--- config.mk ---
export PLATFORM = sky130hd
export DESIGN_NAME = mux2_arbiter
export DESIGN_NICKNAME = d
export VERILOG_FILES = /design/src/rtl/mux2_arbiter_pkg.sv /design/src/rtl/mux2_arbiter_mux2.sv /design/src/rtl/mux2_arbiter.sv
export SDC_FILE = /design/constraint.sdc
export NUM_CORES = 1
export LEC_CHECK = 0
export BUFFER_PORTS_ARGS = -buffer_cell sky130_fd_sc_hd__buf_4
export CORE_MARGIN = 4
export CORE_UTILIZATION = 50
export DETAILED_ROUTE_END_ITERATION = 7
export PLACE_DENSITY_LB_ADDON = 0.15
export SLEW_MARGIN = 30
export SYNTH_ARGS = -nofsm -noshare
export SYNTH_HDL_FRONTEND = slang
export SYNTH_SLANG_ARGS = --single-unit
--- constraint.sdc ---
create_clock -name clk -period 3.8 [get_ports clk]
set_input_delay 0.76 -clock clk [delete_from_list [all_inputs] [get_ports clk]]
set_output_delay 0.76 -clock clk [all_outputs]
set_load 0.02 [all_outputs]
--- src/rtl/mux2_arbiter_pkg.sv ---
// Shared types and constants for the two-requester arbiter in front of mux2.
// Optional build macro: MUX2_ARB_RR_EN (round-robin ties and burst limit on both ports).
package mux2_arbiter_pkg;

    // Width of the per-ownership transfer counter.
    localparam int unsigned ARB_CNT_W = 8;

    // Arbiter ownership state.
    typedef enum logic [1:0] {
        IDLE = 2'd0,
        OWN0 = 2'd1,
        OWN1 = 2'd2
    } arb_state_t;

    // Ownership state that corresponds to a grant index.
    function automatic arb_state_t own_state(input logic idx);
        return idx ? OWN1 : OWN0;
    endfunction

endpackage

--- src/rtl/mux2_arbiter_mux2.sv ---
// Parameterized 2:1 multiplexer; s_i selects d1_i when high.
module mux2 #(
    parameter int unsigned width = 8
) (
    input  logic [width-1:0] d0_i,
    input  logic [width-1:0] d1_i,
    input  logic             s_i,
    output logic [width-1:0] y_o
);

    assign y_o = s_i ? d1_i : d0_i;

endmodule

--- src/rtl/mux2_arbiter.sv ---
// Two-stream valid/ready arbiter feeding mux2, with a registered output stage.
// Build macro MUX2_ARB_RR_EN: when defined, IDLE ties alternate and the burst
// limit applies to both owners; when undefined, port 0 has fixed priority and
// only owner 1 is burst-limited.
module mux2_arbiter
    import mux2_arbiter_pkg::*;
#(
    parameter int unsigned width = 8,
    parameter int unsigned burst = 4
) (
    input  logic             clk,
    input  logic             reset,
    input  logic [width-1:0] d0,
    input  logic             v0,
    output logic             r0,
    input  logic [width-1:0] d1,
    input  logic             v1,
    output logic             r1,
    output logic [width-1:0] y,
    output logic             yv,
    input  logic             yr,
    output logic             s
);

    localparam logic [ARB_CNT_W-1:0] BURST_CNT = ARB_CNT_W'(burst);

    arb_state_t             state_q, state_d;
    logic [ARB_CNT_W-1:0]   cnt_q, cnt_d;
    logic [width-1:0]       y_q, y_d;
    logic                   yv_q, yv_d;
`ifdef MUX2_ARB_RR_EN
    logic                   last_q, last_d;
`endif

    logic                   open_c;
    logic                   own_idx_c;
    logic                   own_v_c;
    logic                   oth_v_c;
    logic                   limit_c;
    logic                   in_budget_c;
    logic                   tie_c;
    logic                   grant_c;
    logic                   xfer_c;
    logic [width-1:0]       mux_y_c;

    // Output register can accept a word when empty or being drained this cycle.
    assign open_c = ~yv_q | yr;

    // Grant selection: owner keeps the grant while valid and within budget.
    always_comb begin
        own_idx_c   = (state_q == OWN1);
        own_v_c     = own_idx_c ? v1 : v0;
        oth_v_c     = own_idx_c ? v0 : v1;
`ifdef MUX2_ARB_RR_EN
        limit_c     = 1'b1;
        tie_c       = ~last_q;
`else
        limit_c     = own_idx_c;
        tie_c       = 1'b0;
`endif
        in_budget_c = ~limit_c | (cnt_q < BURST_CNT);
        grant_c     = 1'b0;
        if (state_q == IDLE) begin
            if (v0 & v1) begin
                grant_c = tie_c;
            end else begin
                grant_c = v1;
            end
        end else if (own_v_c & in_budget_c) begin
            grant_c = own_idx_c;
        end else if (oth_v_c) begin
            grant_c = ~own_idx_c;
        end else begin
            grant_c = own_idx_c;
        end
    end

    assign s      = grant_c;
    assign r0     = ~reset & open_c & ~grant_c;
    assign r1     = ~reset & open_c &  grant_c;
    assign xfer_c = (v0 & r0) | (v1 & r1);

    // Data path: grant drives the mux select.
    mux2 #(
        .width (width)
    ) u_mux2 (
        .d0_i (d0),
        .d1_i (d1),
        .s_i  (grant_c),
        .y_o  (mux_y_c)
    );

    // Next-state: ownership, burst counter and output register.
    always_comb begin
        state_d = state_q;
        cnt_d   = cnt_q;
        y_d     = y_q;
        yv_d    = yv_q;
`ifdef MUX2_ARB_RR_EN
        last_d  = last_q;
`endif
        if (xfer_c) begin
            y_d     = mux_y_c;
            yv_d    = 1'b1;
            state_d = own_state(grant_c);
`ifdef MUX2_ARB_RR_EN
            last_d  = grant_c;
`endif
            if (state_q == own_state(grant_c)) begin
                // Same owner continues: count up, saturating at the burst limit.
                cnt_d = (cnt_q < BURST_CNT) ? cnt_q + ARB_CNT_W'(1) : cnt_q;
            end else begin
                cnt_d = ARB_CNT_W'(1);
            end
        end else if (open_c) begin
            state_d = IDLE;
            cnt_d   = '0;
            yv_d    = 1'b0;
        end
    end

    // State and output registers with synchronous active-high reset.
    always_ff @(posedge clk) begin
        if (reset) begin
            state_q <= IDLE;
            cnt_q   <= '0;
            y_q     <= '0;
            yv_q    <= 1'b0;
`ifdef MUX2_ARB_RR_EN
            last_q  <= 1'b1;
`endif
        end else begin
            state_q <= state_d;
            cnt_q   <= cnt_d;
            y_q     <= y_d;
            yv_q    <= yv_d;
`ifdef MUX2_ARB_RR_EN
            last_q  <= last_d;
`endif
        end
    end

    assign y  = y_q;
    assign yv = yv_q;

endmodule

* Word level (Yosys, flattened, before mapping)
Index checks and enable logic that the tools add are counted.
** Cells by class
- $add $sub $neg :: 1
- $lt $le $gt $ge :: 1
- Equality and inequality tests :: 3
- Mux-type cells :: 16
- Bitwise operators :: 14
- Reduce and logical (&&, ||, !) cells :: 3
** Operators by type and width (count)
- $mux 8 :: 5
- $add 8x1->8 const B :: 1
- $lt 8x3->1 const B :: 1
- $mux 1 :: 8
- $and 1x1->1 :: 7
- $mux 2 :: 3
- $not 1->1 :: 4
- $ne 3x2->1 const B :: 1
- $or 1x1->1 :: 3
- $eq 2x2->1 :: 1
- $eq 2x2->1 const B :: 1
- $logic_not 2->1 :: 1
- $reduce_and 2->1 :: 1
- $reduce_bool 2->1 :: 1
** Storage, ports and cells
- Bits in registers :: 19
- Input bits :: 21
- Output and inout bits :: 12
- Logic and storage cells :: 42

* Logic depth before layout (Yosys ltp)
- Word-level depth :: 12
- Gate-level depth with buffers :: 7

* Hierarchy
Synthesis repeated with hierarchy kept, for this count alone.
** Second synthesis, totals
- Cell total of the unflattened synthesis :: 97
- Area total of the unflattened synthesis :: 960.9 µm²
** By module, submodules not included
- mux2_arbiter :: times used 1, cells each 88, area an instance 829.5 µm²
- mux2 :: times used 1, cells each 9, area an instance 131.4 µm²

* Worst setup path before layout
Ideal clock, no wire load.
- Kind :: input port to output port
- Start point :: in v1
- End point :: out r0
- Data arrival time :: 1.596 ns
- Slack :: 1.444 ns
- Stages :: 6
- Path buffers :: 1
- Path through :: nor2b_1 -> nor2_1 -> a21o_1 -> buf_6 -> clkinv_4 -> nor2_1
** On the way
- Longest elaborated chain between the ends :: 6
- Elaborated cells between the ends (all ways) :: 10
** RTL lines
- start, declared :: RTL line mux2_arbiter.sv:17 : input logic v1,
- $mux 1 (on tied branches) :: RTL line mux2_arbiter.sv:53, mux2_arbiter.sv:52
- $mux 1 or $and 1x1->1 (tied branches) :: RTL line mux2_arbiter.sv:71, mux2_arbiter.sv:69
- $mux 1 :: RTL line mux2_arbiter.sv:69 : end else if (own_v_c & in_budget_c) begin
- $mux 1 * :: RTL line mux2_arbiter.sv:63 : if (state_q == IDLE) begin
- net s :: RTL line mux2_arbiter.sv:22 : output logic s
- $not 1->1 * :: RTL line mux2_arbiter.sv:79 : assign r0 = ~reset & open_c & ~grant_c;
- $and 1x1->1 * :: RTL line mux2_arbiter.sv:79
- end, declared :: RTL line mux2_arbiter.sv:15 : output logic r0,
The timed path passes the listed nets; every way through them passes the cells marked *.

* Worst setup path in the final report
- Start point :: in v1
- End point :: out r0
** On the way
- Longest elaborated chain between the ends :: 6
- Elaborated cells between the ends (all ways) :: 10
** RTL lines (RTL line)
- $mux 1 (on tied branches) :: mux2_arbiter.sv:53, mux2_arbiter.sv:52
- $mux 1 or $and 1x1->1 (tied branches) :: mux2_arbiter.sv:71, mux2_arbiter.sv:69
- $mux 1 :: mux2_arbiter.sv:69
- $mux 1 * :: mux2_arbiter.sv:63
- $not 1->1 * :: mux2_arbiter.sv:79
- $and 1x1->1 * :: mux2_arbiter.sv:79
Mark *: on every way between the ends. The rest lies on a longest branch, timed or not.

==> qor.yml <==
outcome:
  status: "finished clean"
floorplanning:
  dieArea_mm2: 0.00260
  die_w_um: 51.0
  die_h_um: 51.0
  initial_core_util: 0.530
  ioPinCount: 33
  core_region_area_mm2: 0.00175
  row_count: 15
synthesis:
  ys.flop_type: "dfxtp_1"
  yosysWarnings: 0
  syn_avg_cell_area_um2: 8.48
  yosysTopAreaCell: "dfxtp_1"
  synth_top_area_frac: 0.411
  synth_edf_count: 0
  ys_seq_area_frac: 0.411
  synth_fp_nets: 131
  ys_types: 28
  async_flop_share: 0
  syn_area_um2: 925
  yosys_register_bits: 19
  synth_common_cells: "19 x dfxtp_1, 19 x nor2_1, 13 x a21oi_1"
  synthTopCellsByArea: "dfxtp_1 41%, a211oi_2 11%, nor2_1 7.7%"
  netlist_instances: 109
critical_path:
  critPathCapture: "r0"
  r2r_slack_ns: 1.98
  max_stage_delay_ns: 0.35
  r2r_cells: 5
  critical-path-top-delay-family: "buffers and inverters"
  crit_cells: 7
  worstReg2RegEnd: "cnt_q[5]"
  crit_buf_inv: 3
  end_kind: "primary output"
  reg2reg_from: "yv"
  arrival_ns: 1.92
  worstSetupPathType: "primary input to primary output"
  required_ns: 3.04
  cp_max_fo: 10
  path_cells: "buf_4 -> nor2b_1 -> nor2_1 -> a21o_1 -> clkinv_4 -> nor2_1 -> buf_4"
  critPathSlowestCell: "a21o_1"
  critPathLaunchType: "primary input"
  crit_start: "v1"
layout:
  area_growth_syn_to_layout_pct: 29.9
  num_antenna_cells: 0
  final_nets: 163
  drive_above_1_share: 0.336
clocking:
  cts_root_buf: "clkbuf_4"
  clock_path_buffers: 2
  path_clk_slew_ns: 0.10
  post_cts_buffers: 0
  clk_latency_ns: 0.30
  ctsResizeCount: 0
  cts_tree: "built"
  clock-sinks: 19
  cts_inserted_buffers: 3
  cts_hold_buf: 0
  htreeDepth: 1
power_and_ir_drop:
  power.internal_mw: 0.293
  p_clk_frac: 0.241
  swShare: 0.293
  power.leakage_nw: 0.505
  p_sw_mw: 0.121
  seqPwrFrac: 0.523
  vdd_ir_drop_max_uv: 300
  pwr-share-comb: 0.236
  power.density_mw_per_mm2: 344
placed_design:
  globalplace.congestion: 0.816
  dpl.hpwl_mm: 1.64
  port_buffers: 32
route:
  wl_per_cell_um: 12.9
  vias: 872
  drc: 0
  drt_first_pass_iters: 7
  antenna_left: 0
  drt-total-wl_mm: 2.14
  routed_via_density: 5.28
  drtIter0Drc: 19
sta:
  finClkSkew_ns: 0.00493
  min_period_over_period: 0.706
  finalSetupTns_ns: 0
  period_needed_ns: 2.68
  rsz0062_at_grt: "false"
  whs_ns: 0.498
  setup_viol: 0
  finalMaxSlewViolations: 0
  hold_violations: 0
  worst_pin_slew_ns: 0.646
  timing.fmax_ghz: 0.373
  slew-limit-headroom: 0.567
run:
  drv_cap: 0
global_route:
  grt_pass1_vias: 833
  grt_max_degree: 19
  grt.total_usage: 0.182
  antenna_found_initial: 0
  grt_pass1_wl_mm: 3.62
  overflow: 0
hold_path:
  hold_class: "flip-flop to flip-flop"
-- cell type report --
type / count / area [um^2]
fillers: 153 / 544
multi-input cells: 83 / 509
flip-flops and latches: 19 / 380
repair buffers: 32 / 240
well taps: 25 / 31.3
clock buffers: 3 / 22.5
inverters: 2 / 12.5
clock inverters: 1 / 5.00
-- metrics by stage --
stage / power (mW) / setup slack, ns / cell area [um^2] / util / cells
final: 0.414 / 1.12 / 1200 / 0.688 / 165
after global routing: 0.439 / 1.01 / 1200 / 0.688 / 165
after CTS: 0.416 / 1.12 / 1200 / 0.688 / 165
after detailed placement: 0.319 / 1.12 / 1170 / 0.672 / 161
after global placement: 0.316 / 1.15 / 1170 / 0.670 / 161
after floorplan: 0.279 / 1.44 / 925 / - / 109
-- worst min path at each step --
| stage | from | to | slack, ns | depth (start not counted) |
|---|---|---|---|---|
| final | cnt_q[4] | cnt_q[4] | 0.50 | 1 |
| after global routing | cnt_q[4] | cnt_q[4] | 0.51 | 1 |
| after CTS | cnt_q[4] | cnt_q[4] | 0.50 | 1 |
| after detailed placement | cnt_q[4] | cnt_q[4] | 0.47 | 1 |
| after global placement | cnt_q[3] | cnt_q[3] | 0.46 | 1 |
| after floorplan | cnt_q[3] | cnt_q[3] | 0.44 | 1 |
-- cell usage in the layout, fill, tap and decap left out, drive strengths merged --
master  count
nor2       19
o22ai       1
nand4b      1
o22a        1
a41oi       2
a211oi      8
and2        4
a31oi       2
a311oi      1
nand2b      5
a21o        1
nor4        1
buf        32
and3        1
nor3        1
clkbuf      3
clkinv      2
inv         1
ha          1
a21oi      13
nand2      11
nand3       2
nor2b       3
or3         1
o21ai       4
dfxtp      19
-- flip-flops by register name, summed over array words and instances, names as in the netlist --
name and cells:
cnt_q 8, yv 1, state_q 2, y 8
-- layer usage --
| layer | vias up | global-route usage | wire (um) |
|---|---|---|---|
| met3 | 5 | 0.0437 | 196 |
| met5 | - | 0 | 0 |
| met4 | 0 | 0.0987 | 37 |
| met1 | 379 | 0.225 | 955 |
| li1 | 445 | - | - |
| met2 | 43 | 0.288 | 946 |
-- power groups by stage --
| stage | Sequential [mW] | Combinational [mW] | Clock [mW] |
|---|---|---|---|
| 2_1_floorplan | 0.229 | 0.0498 | 0 |
| 3_3_place_gp | 0.220 | 0.0959 | 0 |
| 3_5_place_dp | 0.221 | 0.0980 | 0 |
| 4_1_cts | 0.216 | 0.0982 | 0.102 |
| 5_1_grt | 0.218 | 0.107 | 0.114 |
| 6_report | 0.216 | 0.0977 | 0.0997 |
-- cells by family (layout without fill, tap and decap cells) --
group,count (synthesis),after routing,share of synthesized area
AO/OA/AOI/OAI,33,33,0.267
buffers and inverters,7,38,0.0433
adder cells (fa/ha/maj),1,1,0.0135
flip-flops,19,19,0.411
AND/OR/NAND/NOR,49,49,0.265
Note: power is estimated with default switching activity, not from simulation.
